**src/rtl/pulse_seq_pkg.sv**
```systemverilog
// Shared types and helpers for the pulse event sequencer.
// Holds the FSM state encoding and the gap-counter width function.
// Combinational definitions only; no latency or backpressure of its own.
package pulse_seq_pkg;

  typedef enum logic [1:0] {
    IDLE  = 2'b00,
    ISSUE = 2'b01,
    GAP   = 2'b10
  } state_t;

  // Width needed to hold MIN_GAP-1 (the gap counter load value), never below 1 bit.
  function automatic int gap_cnt_w(input int min_gap);
    if (min_gap <= 2) return 1;
    return $clog2(min_gap);
  endfunction

endpackage

```
**src/rtl/sat_updown_cnt.sv**
```systemverilog
// Saturating up/down counter: holds at all-ones on inc, holds at zero on dec.
// One-cycle update; inc and dec together leave the count unchanged.
// clr resets to zero unless inc is also set, in which case the count becomes 1.
module sat_updown_cnt #(
  parameter int W = 4
) (
  input  logic         clk,
  input  logic         rst,
  input  logic         clr,
  input  logic         inc,
  input  logic         dec,
  output logic [W-1:0] cnt,
  output logic         full
);

  assign full = &cnt;

  // Count register; a coincident increment beats clear so no event is lost.
  always_ff @(posedge clk or posedge rst) begin
    if (rst) begin
      cnt <= '0;
    end else if (clr) begin
      cnt <= inc ? W'(1) : '0;
    end else if (inc && !dec && !full) begin
      cnt <= cnt + W'(1);
    end else if (dec && !inc && (cnt != '0)) begin
      cnt <= cnt - W'(1);
    end
  end

endmodule

```
**src/rtl/pulse_event_sequencer.sv**
```systemverilog
// Buffers single-cycle pulses and replays them as sequence-numbered valid/ready events.
// Two edges from an idle pulse to ev_valid; then MIN_GAP forced-idle cycles per event.
// ev_valid holds until accepted; pulses beyond capacity are dropped and flagged.
// Optional macro PULSE_SEQ_DROP_CNT_EN adds the saturating drop_cnt output.
module pulse_event_sequencer
  import pulse_seq_pkg::*;
#(
  parameter int PEND_W  = 4,
  parameter int SEQ_W   = 8,
  parameter int MIN_GAP = 2,
  parameter int DROP_W  = 8
) (
  input  logic              clk_fast,
  input  logic              rst,
  input  logic              pulse_in,
  output logic              ev_valid,
  input  logic              ev_ready,
  output logic [SEQ_W-1:0]  ev_seq,
  output logic [PEND_W-1:0] pending,
  output logic              overflow,
`ifdef PULSE_SEQ_DROP_CNT_EN
  output logic [DROP_W-1:0] drop_cnt,
`endif
  input  logic              clr_overflow
);

  localparam int GW = gap_cnt_w(MIN_GAP);
  localparam logic [GW-1:0] GAP_LOAD = GW'((MIN_GAP > 0) ? (MIN_GAP - 1) : 0);

  state_t          state, state_nxt;
  logic [GW-1:0]   gap_cnt, gap_cnt_nxt;
  logic [SEQ_W-1:0] seq, seq_nxt;
  logic            hs;
  logic            pend_full;
  logic            drop;
  logic            more_after_hs;

  // ev_valid is a pure decode of the state register, so it has no input path.
  assign ev_valid = (state == ISSUE);
  assign ev_seq   = seq;
  assign hs       = ev_valid & ev_ready;
  // A pulse at full is only lost when no slot is freed on the same edge.
  assign drop     = pulse_in & pend_full & ~hs;
  // Pending will still be non-zero after a handshake this cycle.
  assign more_after_hs = pulse_in || (pending > PEND_W'(1));

  sat_updown_cnt #(.W(PEND_W)) u_pend (
    .clk  (clk_fast),
    .rst  (rst),
    .clr  (1'b0),
    .inc  (pulse_in),
    .dec  (hs),
    .cnt  (pending),
    .full (pend_full)
  );

`ifdef PULSE_SEQ_DROP_CNT_EN
  logic drop_full;
  sat_updown_cnt #(.W(DROP_W)) u_drop (
    .clk  (clk_fast),
    .rst  (rst),
    .clr  (clr_overflow),
    .inc  (drop),
    .dec  (1'b0),
    .cnt  (drop_cnt),
    .full (drop_full)
  );
`endif

  // State, gap counter and sequence number registers.
  always_ff @(posedge clk_fast or posedge rst) begin
    if (rst) begin
      state   <= IDLE;
      gap_cnt <= '0;
      seq     <= '0;
    end else begin
      state   <= state_nxt;
      gap_cnt <= gap_cnt_nxt;
      seq     <= seq_nxt;
    end
  end

  // Next-state logic: offer, bump sequence on accept, then enforce the idle gap.
  always_comb begin
    state_nxt   = state;
    gap_cnt_nxt = gap_cnt;
    seq_nxt     = seq;
    case (state)
      IDLE: begin
        if (pending != '0) state_nxt = ISSUE;
      end
      ISSUE: begin
        if (hs) begin
          seq_nxt = seq + SEQ_W'(1);
          if (MIN_GAP > 0) begin
            state_nxt   = GAP;
            gap_cnt_nxt = GAP_LOAD;
          end else if (!more_after_hs) begin
            state_nxt = IDLE;
          end
        end
      end
      GAP: begin
        if (gap_cnt == '0) begin
          state_nxt = (pending != '0) ? ISSUE : IDLE;
        end else begin
          gap_cnt_nxt = gap_cnt - GW'(1);
        end
      end
      default: state_nxt = IDLE;
    endcase
  end

  // Sticky overflow flag; a drop in the clearing cycle keeps it set.
  always_ff @(posedge clk_fast or posedge rst) begin
    if (rst) begin
      overflow <= 1'b0;
    end else if (drop) begin
      overflow <= 1'b1;
    end else if (clr_overflow) begin
      overflow <= 1'b0;
    end
  end

endmodule
```
**config.mk**
```make
export PLATFORM = sky130hd
export DESIGN_NAME = pulse_event_sequencer
export DESIGN_NICKNAME = d
export VERILOG_FILES = /design/src/rtl/pulse_seq_pkg.sv /design/src/rtl/sat_updown_cnt.sv /design/src/rtl/pulse_event_sequencer.sv
export SDC_FILE = /design/constraint.sdc
export NUM_CORES = 1
export LEC_CHECK = 0
export BUFFER_PORTS_ARGS = -buffer_cell sky130_fd_sc_hd__buf_2
export CAP_MARGIN = 30
export CORE_MARGIN = 4
export CORE_UTILIZATION = 25
export CTS_BUF_LIST = sky130_fd_sc_hd__clkbuf_4
export CTS_CLUSTER_DIAMETER = 120
export DETAILED_ROUTE_END_ITERATION = 16
export MAX_ROUTING_LAYER = met4
export SLEW_MARGIN = 20
export SYNTH_ARGS = -nofsm -noshare
export SYNTH_HDL_FRONTEND = slang
export SYNTH_SLANG_ARGS = --single-unit
```
**constraint.sdc**
```tcl
create_clock -name clk_fast -period 3.9 [get_ports clk_fast]
set_input_delay 0.975 -clock clk_fast [delete_from_list [all_inputs] [get_ports clk_fast]]
set_output_delay 0.975 -clock clk_fast [all_outputs]
set_load 0.01 [all_outputs]
```
-- Word-level counts from Yosys, hierarchy flattened
Cells that the tools add are included.
- output and inout port bits: 14
- input port bits: 5
- word-level logic and storage cells: 46
- flip-flop bits (word level): 16
- eq/ne operators: 5
- muxes and demuxes: 12
- reductions and logical operators: 16
- bitwise operators: 4
- add/sub/neg operators: 4
- operators with widths (cell ; count):
    $add 8x1->8 const B ; 1
    $mux 4 ; 2
    $mux 2 ; 3
    $pmux 2 s3 ; 1
    $reduce_bool 2->1 ; 3
    $mux 1 ; 5
    $add 4x1->4 const B ; 1
    $logic_and 1x1->1 ; 4
    $ne 2x2->1 const B ; 2
    $reduce_and 2->1 ; 2
    $reduce_and 4->1 ; 1
    $reduce_bool 4->1 ; 1
    $sub 4x1->4 const B ; 1
    $and 1x1->1 ; 3
    $logic_not 1->1 ; 3
    $reduce_and 3->1 ; 1
    $eq 2x1->1 const B ; 1
    $eq 2x2->1 const B ; 1
    $logic_not 2->1 ; 1
    $ne 2x1->1 const B ; 1
    $pmux 1 s2 ; 1
    $not 1->1 ; 1
    $sub 1x1->1 const B ; 1

-- Logic depth before layout (Yosys ltp)
- depth after elaboration: 6
- gate-level depth with buffers: 8
- gate-level depth less buffers: 7

-- Hierarchy
A second synthesis with hierarchy kept.
- cell total of the unflattened synthesis: 84
- area total of the unflattened synthesis: 908.4 µm²
- by module, submodules not included (module ; area each (µm²) ; instances ; cells an instance ; sequential area each (µm²)):
    pulse_event_sequencer ; 549.3 ; 1 ; 50 ; 300.3
    sat_updown_cnt ; 359.1 ; 1 ; 34 ; 100.1

-- Worst setup path after synthesis
OpenSTA, ideal clock, no wires.
- kind: input to register
- start point: input ev_ready
- end point: register u_pend.cnt[3]
- arrival: 2.412 ns
- library setup time: 0.079 ns
- data required time: 3.821 ns
- setup slack: 1.409 ns
- path buffers: 1
- cell stages on the path: 8
- cells stage by stage: nand3b_1 buf_2 nand3_2 ha_1 a21o_1 a21oi_1 mux2i_2 xor2_1
- longest elaborated chain between the ends: 5
- elaborated cells on any way between the ends: 8
- those cells by class: 1 x mux; 1 x bitwise; 6 x reduce/logical
- ends and longest elaborated chain (item ; line ; source):
    from (decl) ; pulse_event_sequencer.sv:17 ; input logic ev_ready,
    $and 1x1->1 * ; pulse_event_sequencer.sv:41 ; assign hs = ev_valid & ev_ready;
    $logic_not 1->1 ; sat_updown_cnt.sv:24 ; end else if (inc && !dec && !full) begin
    $logic_and 1x1->1 (2 in series) ; sat_updown_cnt.sv:24 ;
    $mux 4 / $reduce_bool 2->1 (equally long branches) ; -- ;
    to (signal assigned) ; sat_updown_cnt.sv:23 ; cnt <= inc ? W'(1) : '0;
    to (signal assigned) ; sat_updown_cnt.sv:25 ; cnt <= cnt + W'(1);
    to (signal assigned) ; sat_updown_cnt.sv:27 ; cnt <= cnt - W'(1);
    to (decl) ; sat_updown_cnt.sv:12 ; output logic [W-1:0] cnt,
Mark *: on every way between the ends. The rest lies on a longest branch, timed or not.
A chain may end at the register's enable or synchronous reset.

-- Worst setup path after layout
Ends and elaborated chain as after synthesis.

==> metrics.cfg <==
[outcome]
outcome=finished, final reports clean

[logic_synthesis]
synth_nets=83
ys_ff_latch=16
synth_area_um2=802
yosysUniqueCellTypes=26
ys_seq_area_share_pct=49.9
netlist_instances=74
ys_warn_count=0
syn_area_per_cell_um2=10.8

[setup_path]
critPathMaxFanout=11
critPathLaunchType=primary input
rr_endpoint=u_pend.cnt[3]$_DFFE_PP0P_
r2r_cells=7
path_class=in2reg
cp-end-kind=flip-flop
critPathRequiredTime_ns=4.11
cp.arrival_ns=2.78
ff2ff_setup_slack_ns=1.67
reg2reg_from=state[1]$_DFFE_PP0P_

[place]
place.detailed.hpwl_um=1250
dp_slack_ns=1.02
gp_congestion=0.727
placed_area_um2=942
portBuffers=18

[cts]
cts_buffer_depth=2
cts_inserted_buffers=3
cts_tree=done
cts_setup_buffers=0
root_buffer=clkbuf_4
clk_pin_slew_worst_paths_ns=0.09
cts_sinks=16
htreeDepth=1
clk_latency_ns=0.28
ctsHoldBuffers=0
post_cts_resized=0

[cells_and_area]
final_layout_size_suffix_gt1_share_pct=27.4
final_common_cell=buf_2
num_antenna_cells=0
final_cell_mix=buf_2, dfrtp_1, xnor2_1, nand2_1, a21oi_1
finalInstanceArea_um2=968
post-route-util_pct=31.7
nets=105
area_delta_synth_final_pct=20.7

[sta]
finalSetupTns_ns=0
fmax_ghz=0.389
setup_slack_ns=1.33
hold_viol_final=0
tightest_slew_ns=0.611
fin_crit_ns=2.57
drv_slew=0
fin_skew_ns=0.00144
maxSlewHeadroom_pct=59.2
period_share_pct=65.9
rsz0062_at_grt=false
finalSetupViolations=0

[floorplan]
start_util_pct=26.3
fp-row-count=20
io_pins=19
die_y_um=64.6
die_w_um=64.6
dieArea_um2=4180
core_area_um2=3050

[route]
ant_nets=0
vias_per_cell=4.32
vias=601
wl_per_cell_um=11.3
first_pass_iters=3
drt-total-wl_um=1570
drtIter0Drc=15
drc_errors=0

[min_path]
holdPathEnd=ev_seq[7]$_DFFE_PP0P_
holdCritStartpoint=ev_seq[7]$_DFFE_PP0P_
whs_path_depth=1
hp-class=reg2reg

[global_routing]
grt_overflow=0
grt_pass1_vias=623
grt_pass1_wl_um=2830
antenna_found_initial=0
grt_max_degree=17
track_usage_pct=8.91

[power_and_ir_drop]
total_power_uw=741
pwr_density_cell_nw_per_um2=765
peakVddDrop_mv=0.294
p_leak_uw=0.000463

[flow_run]
drv_cap=0

## cell families after synthesis
family                     Yosys count  synth area share (%)
DFF                                 16                  49.9
muxes                                1                  1.72
and+or+nand+nor                     25                  18.6
xor gates and xnor gates            10                  10.9
buffers and inverters                5                  2.49
adders and majority gates            4                  7.18
AOI/OAI and AO/OA                   13                  9.20
## layer usage
layer,GRT usage (%),part of all wire (%)
met5,-,0
met3,4.33,7.7
met2,15.1,49
met1,9.90,43
met4,0.792,0
## where the power goes
group	leakage, uW	internal (uW)	total [uW]	switching, uW
Clock	0.0000154	37.1	88.6	51.4
Sequential	0.000198	232	320	87.4
Combinational	0.000249	164	333	170
## Yosys cell counts
master,instances,area [um2]
inv_1,4,15.0
nor3_1,2,10.0
and2_2,1,7.51
fa_1,1,20.0
nand4_1,4,25.0
dfrtp_1,16,400
xor2_1,3,26.3
and2b_1,1,7.51
and3_1,1,6.26
nand2_1,7,26.3
ha_1,3,37.5
nor3b_1,1,7.51
o22ai_1,1,6.26
nand3_1,3,15.0
o21ai_0,4,20.0
or3_4,1,11.3
mux2i_2,1,13.8
nand3b_1,1,7.51
a21oi_1,5,25.0
xnor2_1,7,61.3
o211ai_1,1,7.51
nor4_1,1,6.26
and2b_2,1,8.76
buf_2,1,5.00
nand3_2,1,10.0
a21o_1,2,15.0
## final cells by class
cell class                 count  area (um2)
tap                           44        55.1
inverter                       4        15.0
clock inverter                 1        3.75
timing repair buffer          18        90.1
fill                         338        2080
sequential                    16         400
clock buffer                   3        22.5
multi-input combinational     53         382
## sequential cells by signal, indices dropped and copies added, names as in the netlist
| signal | cells |
|---|---|
| ev_seq | 8 |
| overflow | 1 |
| gap_cnt | 1 |
| state | 2 |
| u_pend.cnt | 4 |
## metrics by stage
| stage | hold WS [ns] | cells |
|---|---|---|
| floorplan | 0.499 | 74 |
| global placement | 0.458 | 135 |
| detailed placement | 0.465 | 135 |
| CTS | 0.483 | 139 |
| global route | 0.503 | 139 |
| finish | 0.473 | 139 |
## worst max-delay path: stages
cell	delay, ns
buf_2	0.12
nand3b_1	0.31
nand3_2	0.24
ha_1	0.33
a21o_1	0.18
a21oi_1	0.20
mux2i_2	0.25
xor2_1	0.18
## how the worst max path moves through the flow
stage / cells after the start / endpoint / slack, ns / start
after floorplan: 8 / u_pend.cnt[3]$_DFFE_PP0P_ / 1.41 / ev_ready
after global placement: 8 / u_pend.cnt[3]$_DFFE_PP0P_ / 1.14 / ev_ready
after detailed placement: 8 / u_pend.cnt[3]$_DFFE_PP0P_ / 1.02 / ev_ready
after CTS: 8 / u_pend.cnt[3]$_DFFE_PP0P_ / 1.31 / ev_ready
after global routing: 8 / u_pend.cnt[3]$_DFFE_PP0P_ / 1.16 / ev_ready
final: 8 / u_pend.cnt[3]$_DFFE_PP0P_ / 1.33 / ev_ready
(Power assumes the default switching activity.)
